**src/rtl/exc_ctrl.sv**
```systemverilog
// Exception controller: latches faulting PC/cause into ELR/ESR, redirects fetch to the handler and back on ERET.
// Latency: an event sampled at edge t updates ELR/ESR/ECNT at t; Redirect is asserted for the cycle t..t+1.
// Backpressure: none; the block never stalls. ExtIRQ is level-sensitive and simply stays pending until accepted.
//
// Ports:
//   clk, reset                  clock and synchronous active-high reset
//   InstrValid                  qualifies NotAnInstr / EStatus / ERet / PC
//   NotAnInstr, EStatus, ERet   exception outputs of the main decoder
//   PC                          PC of the instruction being decoded
//   ExtIRQ / IRQAck             level interrupt request / one-cycle accept pulse
//   Redirect / RedirectPC       fetch redirect and target (handler vector or ELR)
//   InHandler, DoubleFault      handler-active flag, sticky halt flag
//   SysRegSel / SysRegData      MRS read port: 00 ELR, 01 ESR, 10 ECNT, 11 status
module exc_ctrl #(
    parameter int              N         = 64,
    parameter logic [N-1:0]    VECTOR    = 64'h0000_0000_0000_00D8,
    parameter logic [3:0]      IRQ_CODE  = 4'b0001,
    parameter logic [3:0]      ERET_CODE = 4'b0011
) (
    input  logic         clk,
    input  logic         reset,
    input  logic         InstrValid,
    input  logic         NotAnInstr,
    input  logic [3:0]   EStatus,
    input  logic         ERet,
    input  logic [N-1:0] PC,
    input  logic         ExtIRQ,
    output logic         IRQAck,
    output logic         Redirect,
    output logic [N-1:0] RedirectPC,
    output logic         InHandler,
    output logic         DoubleFault,
    input  logic [1:0]   SysRegSel,
    output logic [N-1:0] SysRegData
);

    typedef enum logic [2:0] {
        S_NORMAL  = 3'd0,
        S_TAKE    = 3'd1,
        S_HANDLER = 3'd2,
        S_RETURN  = 3'd3,
        S_HALT    = 3'd4
    } state_t;

    state_t         r_state;
    state_t         w_state_nxt;
    logic [N-1:0]   r_elr;
    logic [3:0]     r_esr;
    logic [15:0]    r_ecnt;
    logic           r_dfault;

    logic           w_nai;
    logic           w_eret;
    logic           w_take;
    logic [3:0]     w_cause;
    logic           w_irq_ack;
    logic           w_set_df;
    logic           w_redirect;
    logic [N-1:0]   w_redirect_pc;
    logic           w_in_handler;
    logic           w_halted;

    assign w_nai  = InstrValid & NotAnInstr;
    assign w_eret = InstrValid & ERet;

    always_comb begin
        w_state_nxt   = r_state;
        w_take        = 1'b0;
        w_cause       = r_esr;
        w_irq_ack     = 1'b0;
        w_set_df      = 1'b0;
        w_redirect    = 1'b0;
        w_redirect_pc = '0;
        w_in_handler  = 1'b0;
        w_halted      = 1'b0;

        unique case (r_state)
            S_NORMAL: begin
                // Priority NotAnInstr > ERet > ExtIRQ. The interrupt does not
                // need a valid instruction; the interrupted one is re-executed.
                if (w_nai) begin
                    w_take  = 1'b1;
                    w_cause = EStatus;
                end else if (w_eret) begin
                    w_take  = 1'b1;
                    w_cause = ERET_CODE;
                end else if (ExtIRQ) begin
                    w_take    = 1'b1;
                    w_cause   = IRQ_CODE;
                    w_irq_ack = 1'b1;
                end
                if (w_take) begin
                    w_state_nxt = S_TAKE;
                end
            end
            S_TAKE: begin
                w_redirect    = 1'b1;
                w_redirect_pc = VECTOR;
                w_in_handler  = 1'b1;
                w_state_nxt   = S_HANDLER;
            end
            S_HANDLER: begin
                // Interrupts are masked here; a fault inside the handler is fatal.
                w_in_handler = 1'b1;
                if (w_nai) begin
                    w_state_nxt = S_HALT;
                    w_set_df    = 1'b1;
                end else if (w_eret) begin
                    w_state_nxt = S_RETURN;
                end
            end
            S_RETURN: begin
                w_redirect    = 1'b1;
                w_redirect_pc = r_elr;
                w_in_handler  = 1'b1;
                w_state_nxt   = S_NORMAL;
            end
            S_HALT: begin
                w_redirect    = 1'b1;
                w_redirect_pc = VECTOR;
                w_halted      = 1'b1;
            end
            default: begin
                w_state_nxt = S_NORMAL;
            end
        endcase
    end

    always_ff @(posedge clk) begin
        if (reset) begin
            r_state  <= S_NORMAL;
            r_elr    <= '0;
            r_esr    <= '0;
            r_ecnt   <= '0;
            r_dfault <= 1'b0;
        end else begin
            r_state <= w_state_nxt;
            if (w_take) begin
                r_elr <= PC;
                r_esr <= w_cause;
                if (r_ecnt != 16'hFFFF) begin
                    r_ecnt <= r_ecnt + 16'd1;
                end
            end
            if (w_set_df) begin
                r_dfault <= 1'b1;
            end
        end
    end

    // Acceptance is suppressed while reset is held, since nothing is latched then.
    assign IRQAck      = w_irq_ack & ~reset;
    assign Redirect    = w_redirect;
    assign RedirectPC  = w_redirect_pc;
    assign InHandler   = w_in_handler;
    assign DoubleFault = r_dfault;

    always_comb begin
        SysRegData = '0;
        unique case (SysRegSel)
            2'b00:   SysRegData = r_elr;
            2'b01:   SysRegData = {{(N-4){1'b0}}, r_esr};
            2'b10:   SysRegData = {{(N-16){1'b0}}, r_ecnt};
            default: SysRegData = {{(N-3){1'b0}}, r_dfault, w_in_handler, w_halted};
        endcase
    end

endmodule
```
**config.mk**
```make
export PLATFORM = sky130hd
export DESIGN_NAME = exc_ctrl
export DESIGN_NICKNAME = d
export VERILOG_FILES = /design/src/rtl/exc_ctrl.sv
export SDC_FILE = /design/constraint.sdc
export NUM_CORES = 1
export LEC_CHECK = 0
export CELL_PAD_IN_SITES_DETAIL_PLACEMENT = 0
export CELL_PAD_IN_SITES_GLOBAL_PLACEMENT = 1
export CORE_ASPECT_RATIO = 1.2
export CORE_MARGIN = 5
export CORE_UTILIZATION = 45
export CTS_BUF_LIST = sky130_fd_sc_hd__clkbuf_4 sky130_fd_sc_hd__clkbuf_8
export CTS_CLUSTER_SIZE = 12
export DETAILED_ROUTE_END_ITERATION = 10
export DONT_BUFFER_PORTS = 1
export HOLD_SLACK_MARGIN = 0.06
export PLACE_DENSITY = 0.87
export RECOVER_POWER = 100
export SLEW_MARGIN = 25
export SYNTH_ARGS = -nofsm -noshare
export SYNTH_HDL_FRONTEND = slang
export SYNTH_SLANG_ARGS = --single-unit
export TNS_END_PERCENT = 100
```
**constraint.sdc**
```tcl
create_clock -name clk -period 2.7 [get_ports clk]
set_clock_uncertainty 0.15 [all_clocks]
set_input_delay 0.405 -clock clk [delete_from_list [all_inputs] [get_ports clk]]
set_output_delay 0.405 -clock clk [all_outputs]
set_load 0.01 [all_outputs]
```
==> flow_metrics.env <==
export IMPL_cpMaxStageDelayCell="dfxtp_1"
export IMPL_synthesis_area_um2=4470
export IMPL_fmax_ghz=0.406
export IMPL_yosysWarnings=0
export IMPL_slew_viol_final=0
export IMPL_layout_drive_gt1_share_pct=6.12
export IMPL_yosysSeqAreaShare_pct=39.4
export IMPL_path_buf_inv=1
export IMPL_grt_pass1_vias=3879
export IMPL_vdd_drop_max_mv=0.254
export IMPL_grt_pass1_wl_um=19700
export IMPL_p_leak_nw=1.99
export IMPL_clock_path_buffers=2
export IMPL_fin_area_um2=5430
export IMPL_wl_per_cell_um=16.9
export IMPL_rows=39
export IMPL_clock_latency_ns=0.36
export IMPL_preCtsSetupSlack_ns=0.509
export IMPL_area_growth_synth_to_final_pct=21.6
export IMPL_hold_viol=0
export IMPL_cp_max_fo=54
export IMPL_ff2ff_setup_slack_ns=0.34
export IMPL_pwr_share_clk_pct=36.1
export IMPL_wl_met3_um=1040
export IMPL_slowest_delay_ns=0.51
export IMPL_grt_max_degree=83
export IMPL_numCtsBuffers=9
export IMPL_via_per_inst=5.46
export IMPL_antenna_left=0
export IMPL_synth_distinct_cells=43
export IMPL_setup_ws_ns=0.236
export IMPL_fin_crit_ns=2.46
export IMPL_finalCritPeriodShare_pct=91.3
export IMPL_switching_share_pct=27.4
export IMPL_power_density_nw_per_um2=586
export IMPL_ys_ff_latch=88
export IMPL_worstSetupEndpointType="output port"
export IMPL_setup_viol=0
export IMPL_worst_pin_slew_ns=0.915
export IMPL_power_frac_comb_pct=16.8
export IMPL_seqPwrFrac_pct=47.1
export IMPL_synthTopCellsByCount="nand2_1 (141), and2_1 (109), dfxtp_1 (88), a21oi_1 (78), nor2_1 (33)"
export IMPL_remaining_drc_errors=0
export IMPL_track_usage_pct=20.4
export IMPL_max_cap_violations=0
export IMPL_insertedDiodeCount=0
export IMPL_syn_avg_cell_area_um2=7.55
export IMPL_synthArstFlopShare_pct=0
export IMPL_syn_inst=592
export IMPL_routed_wl_um=12900
export IMPL_die_area_um2=12000
export IMPL_io_pins=208
export IMPL_synth_area_leader_cell="dfxtp_1"
export IMPL_clock_sinks=88
export IMPL_relSlewSlack_pct=39.0
export IMPL_core_area_um2=9610
export IMPL_p_int_w=0.00231
export IMPL_antenna_found_initial=0
export IMPL_drt_pass1_iter_count=5
export IMPL_wl_met1_um=4840
export IMPL_criticalPathCategory="flip-flop to output port"
export IMPL_cpLargestDelayFamily="simple AND/OR/NAND/NOR gates"
export IMPL_top_layer="met4"
export IMPL_grt_overflow=0
export IMPL_synth_nets=669
export IMPL_cts_root_buffer="clkbuf_8"
export IMPL_wl_met2_um=6730
export IMPL_post_dp_cell_area_um2=4520
export IMPL_fin_setup_tns_ns=0
export IMPL_ys_top_cells_by_area="dfxtp_1 (39%), and2_1 (15%), nand2_1 (12%)"
export IMPL_yosysTopAreaCellShare_pct=39.4
export IMPL_cts_tree="done"
export IMPL_cp_cell_sequence="nand2b_1, nor2_2, buf_12, and2_0"
export IMPL_status="finished, final reports clean"
export IMPL_die_width_um=101
export IMPL_yosys_most_used_dff="dfxtp_1"
export IMPL_rsz0062_at_grt="no"
export IMPL_cp_arrival_ns=1.91
export IMPL_drtIter0Drc=215
export IMPL_num_vias=4146
export IMPL_synth_edf_count=0
export IMPL_die_y_um=119
export IMPL_p_switching_w=0.000873
export IMPL_start_kind="flip-flop"
export IMPL_start_util_pct=46.5
export IMPL_whs_ns=0.0775
export IMPL_cp_required_ns=2.14
export IMPL_post_cts_resized=0
export IMPL_place_gp_congestion=0.813
export IMPL_fin_nets=709
export IMPL_synth_most_common_cell="nand2_1"
export IMPL_hold_class="primary input to flip-flop"
export IMPL_hpwl_um=8620
export IMPL_io_buffers=0
export IMPL_nFillCells=865
export IMPL_clk_pin_slew_worst_paths_ns=0.08
export IMPL_htree_num_levels=3
-- sequential cells by signal (all words and copies together), names as in the netlist --
register,flops
DoubleFault,1
r_state,3
r_esr,4
r_ecnt,16
r_elr,64
-- cell families (layout without fill, tap and decap cells) --
group | count (synthesis) | count (layout) | synth area share (%)
compound gates | 103 | 103 | 12.6
fa+ha+maj | 1 | 1 | 0.280
buf+inv | 48 | 93 | 4.70
flops | 88 | 88 | 39.4
mux | 22 | 22 | 5.91
simple gates | 330 | 330 | 37.1
-- cells in the final DEF, fill, tap and decap left out, drive strengths merged, types with 2 or more instances in the layout --
cell type	n
o21a	2
mux4	3
or4	8
or3	2
o21ai	9
nor3	7
dlygate4sd3	65
nor4	3
nand4	5
nor2	33
mux2i	14
dfxtp	88
nand2b	3
and2	109
o31ai	7
bufinv	3
nor2b	5
buf	3
a31oi	2
nand3	7
inv	4
nor4b	2
a21oi	78
nand2	141
mux2	5
clkbuf	17
-- power by group through the flow --
stage          clock network, W  logic (W)  registers (W)
5_1_grt                 0.00126   0.000604        0.00151
3_5_place_dp                  0   0.000444        0.00153
3_3_place_gp                  0   0.000435        0.00152
4_1_cts                 0.00118   0.000547        0.00149
6_report                0.00115   0.000536        0.00150
2_1_floorplan                 0   0.000394        0.00149
-- final cells by class --
type	instances	area [µm²]	share of cell area (%)
multi-input cells	456	2510	46.1
clock inverters	4	98.8	1.82
repair buffers	73	733	13.5
well taps	123	154	2.83
clock buffers	12	165	3.04
inverters	4	15.0	0.276
flip-flops and latches	88	1760	32.4
-- metal layers --
metal,vias to the layer above,GRT usage (%)
li1,2038,-
met1,1930,22.1
met2,156,37.7
met3,22,4.56
met4,0,7.98
met5,-,0
-- repair_timing --
action                     4_1_cts  5_1_grt
setup endpoints to repair        0        0
hold endpoints to repair        82        0
hold buffers                    66        0
buffers inserted                 0        0
-- metrics by stage --
stage / utilization [%] / power [W] / std cells
after detailed placement: 47.0 / 0.00197 / 678
after CTS: 56.8 / 0.00323 / 760
after global placement: 47.0 / 0.00195 / 678
after global routing: 56.5 / 0.00337 / 760
after floorplan: - / 0.00188 / 592
final: 56.5 / 0.00318 / 760
-- path summary, 6_finish.rpt --
path | depth (start not counted) | to | start
max | 4 | RedirectPC[38] | r_state[0]
min | 2 | r_esr[0] | EStatus[0]
max reg2reg | 4 | r_ecnt[13] | r_state[2]
min reg2reg | 2 | r_elr[23] | r_elr[23]
Power figures use the tool's default switching activity.
==> edit 1, RTL diff (same flow settings) <==
`N`: 64 -> 32.
--- a/src/rtl/exc_ctrl.sv
+++ b/src/rtl/exc_ctrl.sv
@@ -12,7 +12,7 @@
 //   InHandler, DoubleFault      handler-active flag, sticky halt flag
 //   SysRegSel / SysRegData      MRS read port: 00 ELR, 01 ESR, 10 ECNT, 11 status
 module exc_ctrl #(
-    parameter int              N         = 64,
+    parameter int              N         = 32,
     parameter logic [N-1:0]    VECTOR    = 64'h0000_0000_0000_00D8,
     parameter logic [3:0]      IRQ_CODE  = 4'b0001,
     parameter logic [3:0]      ERET_CODE = 4'b0011
Interface: changed (resized PC, RedirectPC and SysRegData); port bits go from 208 to 112. No check against the original RTL was run, so the function may have changed too.
==> edit 1 against the unedited design <==
- worst hold slack worse by 0.013 ns
- synthesized cell count is 36% lower
- routed wire length down 35%
- worst setup slack improved by 0.042 ns
- cell area down 41%
- combinational power is 43% lower
- critical path depth fell by 1
- total power fell by 41%
- sequential cell count is 32 lower
- area after synthesis fell by 33%
- cell count shrank 40%
- critical endpoint is now RedirectPC[13]
==> edit 1: results (changes against the unedited design) <==
Power and ir drop
  – Leakage power: 1.25 nW (-37%)
  – Peak supply drop: 0.339 mV (+34%)
  – Net Sw Frac: 27.9% (+0.48 points)

Critical path
  – Reg2reg start: r_ecnt[4]$_SDFFE_PP0P_
  – Worst reg2reg endpoint: r_ecnt[11]$_SDFFE_PP0P_
  – Crit Path Max Fanout: 33 (-39%)
  – Worst endpoint data arrival time: 1.87 ns (-0.04 ns)
  – Crit path capture: RedirectPC[13]

Yosys
  – Multiplexer share of the synthesized area: 8.80% (+2.9 points)
  – Synth top area cells: dfxtp_1 38%, nand2_1 9.2%, a21oi_1 7.4%
  – Post-Synth Adder-Cell Area: 0.419% (+0.14 points)
  – Cell variety after synth: 45 (+4.7%)
  – Commonest cells in the netlist: 73 x nand2_1, 56 x dfxtp_1, 44 x a21oi_1
  – Compound-Gate Fraction of Synth Area: 14.2% (+1.6 points)

Cells and area
  – Largest regs: r_elr (32), r_ecnt (16), r_esr (4)
  – Fillers: 643 (-26%)
  – # nets final: 416 (-41%)
  – Layout cell share with drive strength beyond 1: 7.01% (+0.89 points)

Route
  – Met3 WL: 499 µm (-52%)
  – WL final: 8360 µm (-35%)
  – Initial DRC count: 208 (-3.3%)

Global route
  – Total GRT Usage: 19.4% (-1.0 points)
  – Largest net degree at the start of global routing: 54 (-35%)
  – First-pass GRT wire length: 13400 µm (-32%)

Worst hold path
  – Hold EP: r_elr[29]$_SDFFE_PP0P_

CTS
  – CTS Buf Count: 5 (-4)
  – Clock Pin Slew Worst Setup and Hold Paths: 0.10 ns (+0.02 ns)
  – Clk_lat worst skew: 0.32 ns (-0.04 ns)
  – # H-tree levels: 2 (-1)

Status
  – Outcome: finished clean

STA
  – Hold_ws: 0.0643 ns (-0.0131 ns)
  – Slew @ Worst Pin: 0.875 ns (-0.0404 ns)
edit 1: changes by cell type in the layout (fill, tap and decap cells not counted), sizes merged, moves of 4 or more:
cell / unedited run / this run
dfxtp: 88 / 56
and2: 109 / 18
nor2: 33 / 27
a21o: 0 / 4
dlygate4sd3: 65 / 5
o21ai: 9 / 5
nand2: 141 / 73
and3: 1 / 29
a21oi: 78 / 44
clkbuf: 17 / 9
edit 1: per-layer routing:
metal / up-vias / global-route usage, %
met5: - / 0
met4: 0 / 6.94
met3: 12 / 4.39
met2: 89 / 33.1
met1: 1310 / 23.9
li1: 1311 / -
edit 1: power groups by stage:
stage	sequential [mW]	clock, mW	combinational (mW)
floorplan	0.929	0	0.261
global placement	0.955	0	0.285
detailed placement	0.957	0	0.291
CTS	0.939	0.644	0.307
global route	0.950	0.679	0.338
finish	0.941	0.639	0.303
edit 1: logic make-up (layout without fill, tap and decap cells):
logic type | count (synthesis) | count (layout)
AOI/OAI and AO/OA | 71 | 71
xor gates and xnor gates | 1 | 1
adders and majority gates | 1 | 1
buffers and inverters | 34 | 26
DFF | 56 | 56
muxes | 22 | 22
and+or+nand+nor | 194 | 194
edit 1: timing repair:
item | in CTS | in global routing
gates resized for setup | 0 | 0
endpoints found under the hold margin | 53 | 5
buffers inserted | 0 | 0
hold buffers | 1 | 5
edit 1: layout make-up:
cell class / instances / area (µm²) / area share [%]
multi-input cells: 289 / 1700 / 53.3
flip-flops and latches: 56 / 1120 / 35.1
repair buffers: 14 / 118 / 3.68
well taps: 85 / 106 / 3.33
clock buffers: 5 / 68.8 / 2.15
clock inverters: 2 / 60.1 / 1.88
inverters: 5 / 18.8 / 0.588
edit 1: worst max-delay path, stage by stage (launching register included):
cell and delay [ns]:
dfxtp_1 0.57, nor2b_2 0.21, clkbuf_2 0.46, and3_1 0.31
edit 1: through the flow:
stage | cell area (µm²) | worst slack (ns) | cells | utilization, %
finish | 3190 | 0.278 | 456 | 49.6
global placement | 3030 | 0.623 | 443 | 47.0
CTS | 3180 | 0.309 | 451 | 49.3
detailed placement | 3030 | 0.554 | 443 | 47.0
floorplan | 2990 | 0.749 | 379 | -
global route | 3190 | 0.122 | 456 | 49.6
==> edit 2, RTL diff (same flow settings) <==
Made on the original files. Put a register stage on the output `RedirectPC`, without a reset. The value now appears one clock later. The other outputs are not delayed to match.
--- a/src/rtl/exc_ctrl.sv
+++ b/src/rtl/exc_ctrl.sv
@@ -151,7 +151,9 @@
     // Acceptance is suppressed while reset is held, since nothing is latched then.
     assign IRQAck      = w_irq_ack & ~reset;
     assign Redirect    = w_redirect;
-    assign RedirectPC  = w_redirect_pc;
+    always_ff @(posedge clk) begin
+        RedirectPC <= w_redirect_pc;
+    end
     assign InHandler   = w_in_handler;
     assign DoubleFault = r_dfault;
 
Formal check against the unedited RTL: not equivalent (Yosys sat finds a counterexample within 4 cycles, from zero or initial values and one cycle with reset high).
==> edit 2 against the unedited design <==
- worst setup slack better by 0.049 ns
- worst hold slack better by 0.021 ns
- count of clock-buffer cells in the layout is 5 higher
- global-route usage is 0.15 points lower
- fmax is 2.0% higher
- area after synthesis is 29% higher
- routed wire length is 23% higher
- cell area is 29% higher
- sequential cell count is 64 higher
- total power is 57% higher
- critical endpoint is now r_elr[24]$_SDFFE_PP0P_
==> edit 2: results (changes against the unedited design) <==
Route
  – M1 WL: 6080 µm (+26%)
  – Met3 WL: 1250 µm (+21%)
  – WL final: 15800 µm (+23%)
  – Initial DRC count: 381 (+77%)
  – Via/cell ratio: 5.33 (-2.2%)

Yosys
  – Register area share after synthesis: 52.9% (+13 points)
  – Cell variety after synth: 42 (-2.3%)
  – Commonest cells in the netlist: 152 x dfxtp_1, 141 x nand2_1, 108 x and2_1
  – Synth top area cells: dfxtp_1 53%, and2_1 12%, nand2_1 9.2%
  – Syn Nets: 736 (+10%)

Global route
  – Via count of the first global-routing pass: 4657 (+20%)
  – Largest net degree at the start of global routing: 90 (+8.4%)
  – First-pass GRT wire length: 24400 µm (+24%)
  – Total GRT Usage: 20.2% (-0.15 points)

Critical path
  – Worst endpoint data arrival time: 2.62 ns (+0.71 ns)
  – Crit-path slowest cell: clkbuf_2
  – Crit path capture: r_elr[24]$_SDFFE_PP0P_
  – Worst r2r path cells: 5 (+1)
  – Reg-to-reg setup timing slack: 0.29 ns (-0.05 ns)

Cells and area
  – Non-Filler Instances: 890 (+17%)
  – # nets final: 791 (+12%)
  – Layout cell share with drive strength beyond 1: 7.02% (+0.90 points)

Power and ir drop
  – Leakage power: 2.64 nW (+33%)
  – Peak supply drop: 0.329 mV (+30%)

STA
  – Slew @ Worst Pin: 0.974 ns (+0.0585 ns)

CTS
  – Clk_lat worst skew: 0.42 ns (+0.06 ns)
  – # H-tree levels: 4 (+1)
  – CTS Buf Count: 17 (+8)

Placed design
  – RePlAce Congestion: 0.915 (+12%)

Worst hold path
  – Hold_sp: reset

Status
  – Outcome: finished clean
-- edit 2: how the worst min path moves through the flow --
stage / to / slack, ns / cells after the start
floorplan: r_esr[2]$_SDFFE_PP0P_ / 0.28 / 2
global placement: r_esr[3]$_SDFFE_PP0P_ / 0.29 / 2
detailed placement: r_esr[3]$_SDFFE_PP0P_ / 0.30 / 2
CTS: r_ecnt[15]$_SDFFE_PP0P_ / 0.06 / 2
global route: r_ecnt[15]$_SDFFE_PP0P_ / 0.07 / 2
finish: r_ecnt[15]$_SDFFE_PP0P_ / 0.1 / 2
-- edit 2: routing by layer --
metal | vias up | track usage, %
li1 | 2293 | -
met1 | 2217 | 23.0
met2 | 212 | 35.8
met3 | 25 | 5.23
met4 | 0 | 8.55
met5 | - | 0
-- edit 2: cell type report --
type,count,share of cell area (%)
multi-input cells,457,35.9
well taps,164,2.94
inverters,6,0.322
flip-flops and latches,152,43.5
clock inverters,14,2.69
repair buffers,80,11.3
clock buffers,17,3.35
-- edit 2: cell families (layout without fill, tap and decap cells) --
group           count (synthesis)  in the layout  share of synthesized area (%)
flops                         152            152                           52.9
compound gates                106            106                           10.1
mux                            22             22                           4.57
fa+ha+maj                       1              1                          0.217
simple gates                  328            328                           28.6
buf+inv                        50            117                           3.55
-- edit 2: through the flow --
step	cell area [µm²]	util (%)	setup WS [ns]
finish	6990	55.4	0.285
global route	6990	55.4	0.121
CTS	7040	55.8	0.304
detailed placement	5890	46.7	0.564
global placement	5890	46.7	0.596
floorplan	5750	-	0.641
-- edit 2: repair_timing --
item                                    4_1_cts  5_1_grt
buffers inserted                              0        0
hold buffers                                 71        0
endpoints found under the setup margin        0        0
hold endpoints to repair                     88        0
resized for setup                             0        0
-- edit 2: where the power goes --
| part | internal [mW] | total [mW] | switching [mW] |
|---|---|---|---|
| clock | 0.938 | 1.84 | 0.898 |
| sequential | 2.39 | 2.52 | 0.127 |
| combinational | 0.246 | 0.655 | 0.408 |
| total | 3.58 | 5.01 | 1.43 |
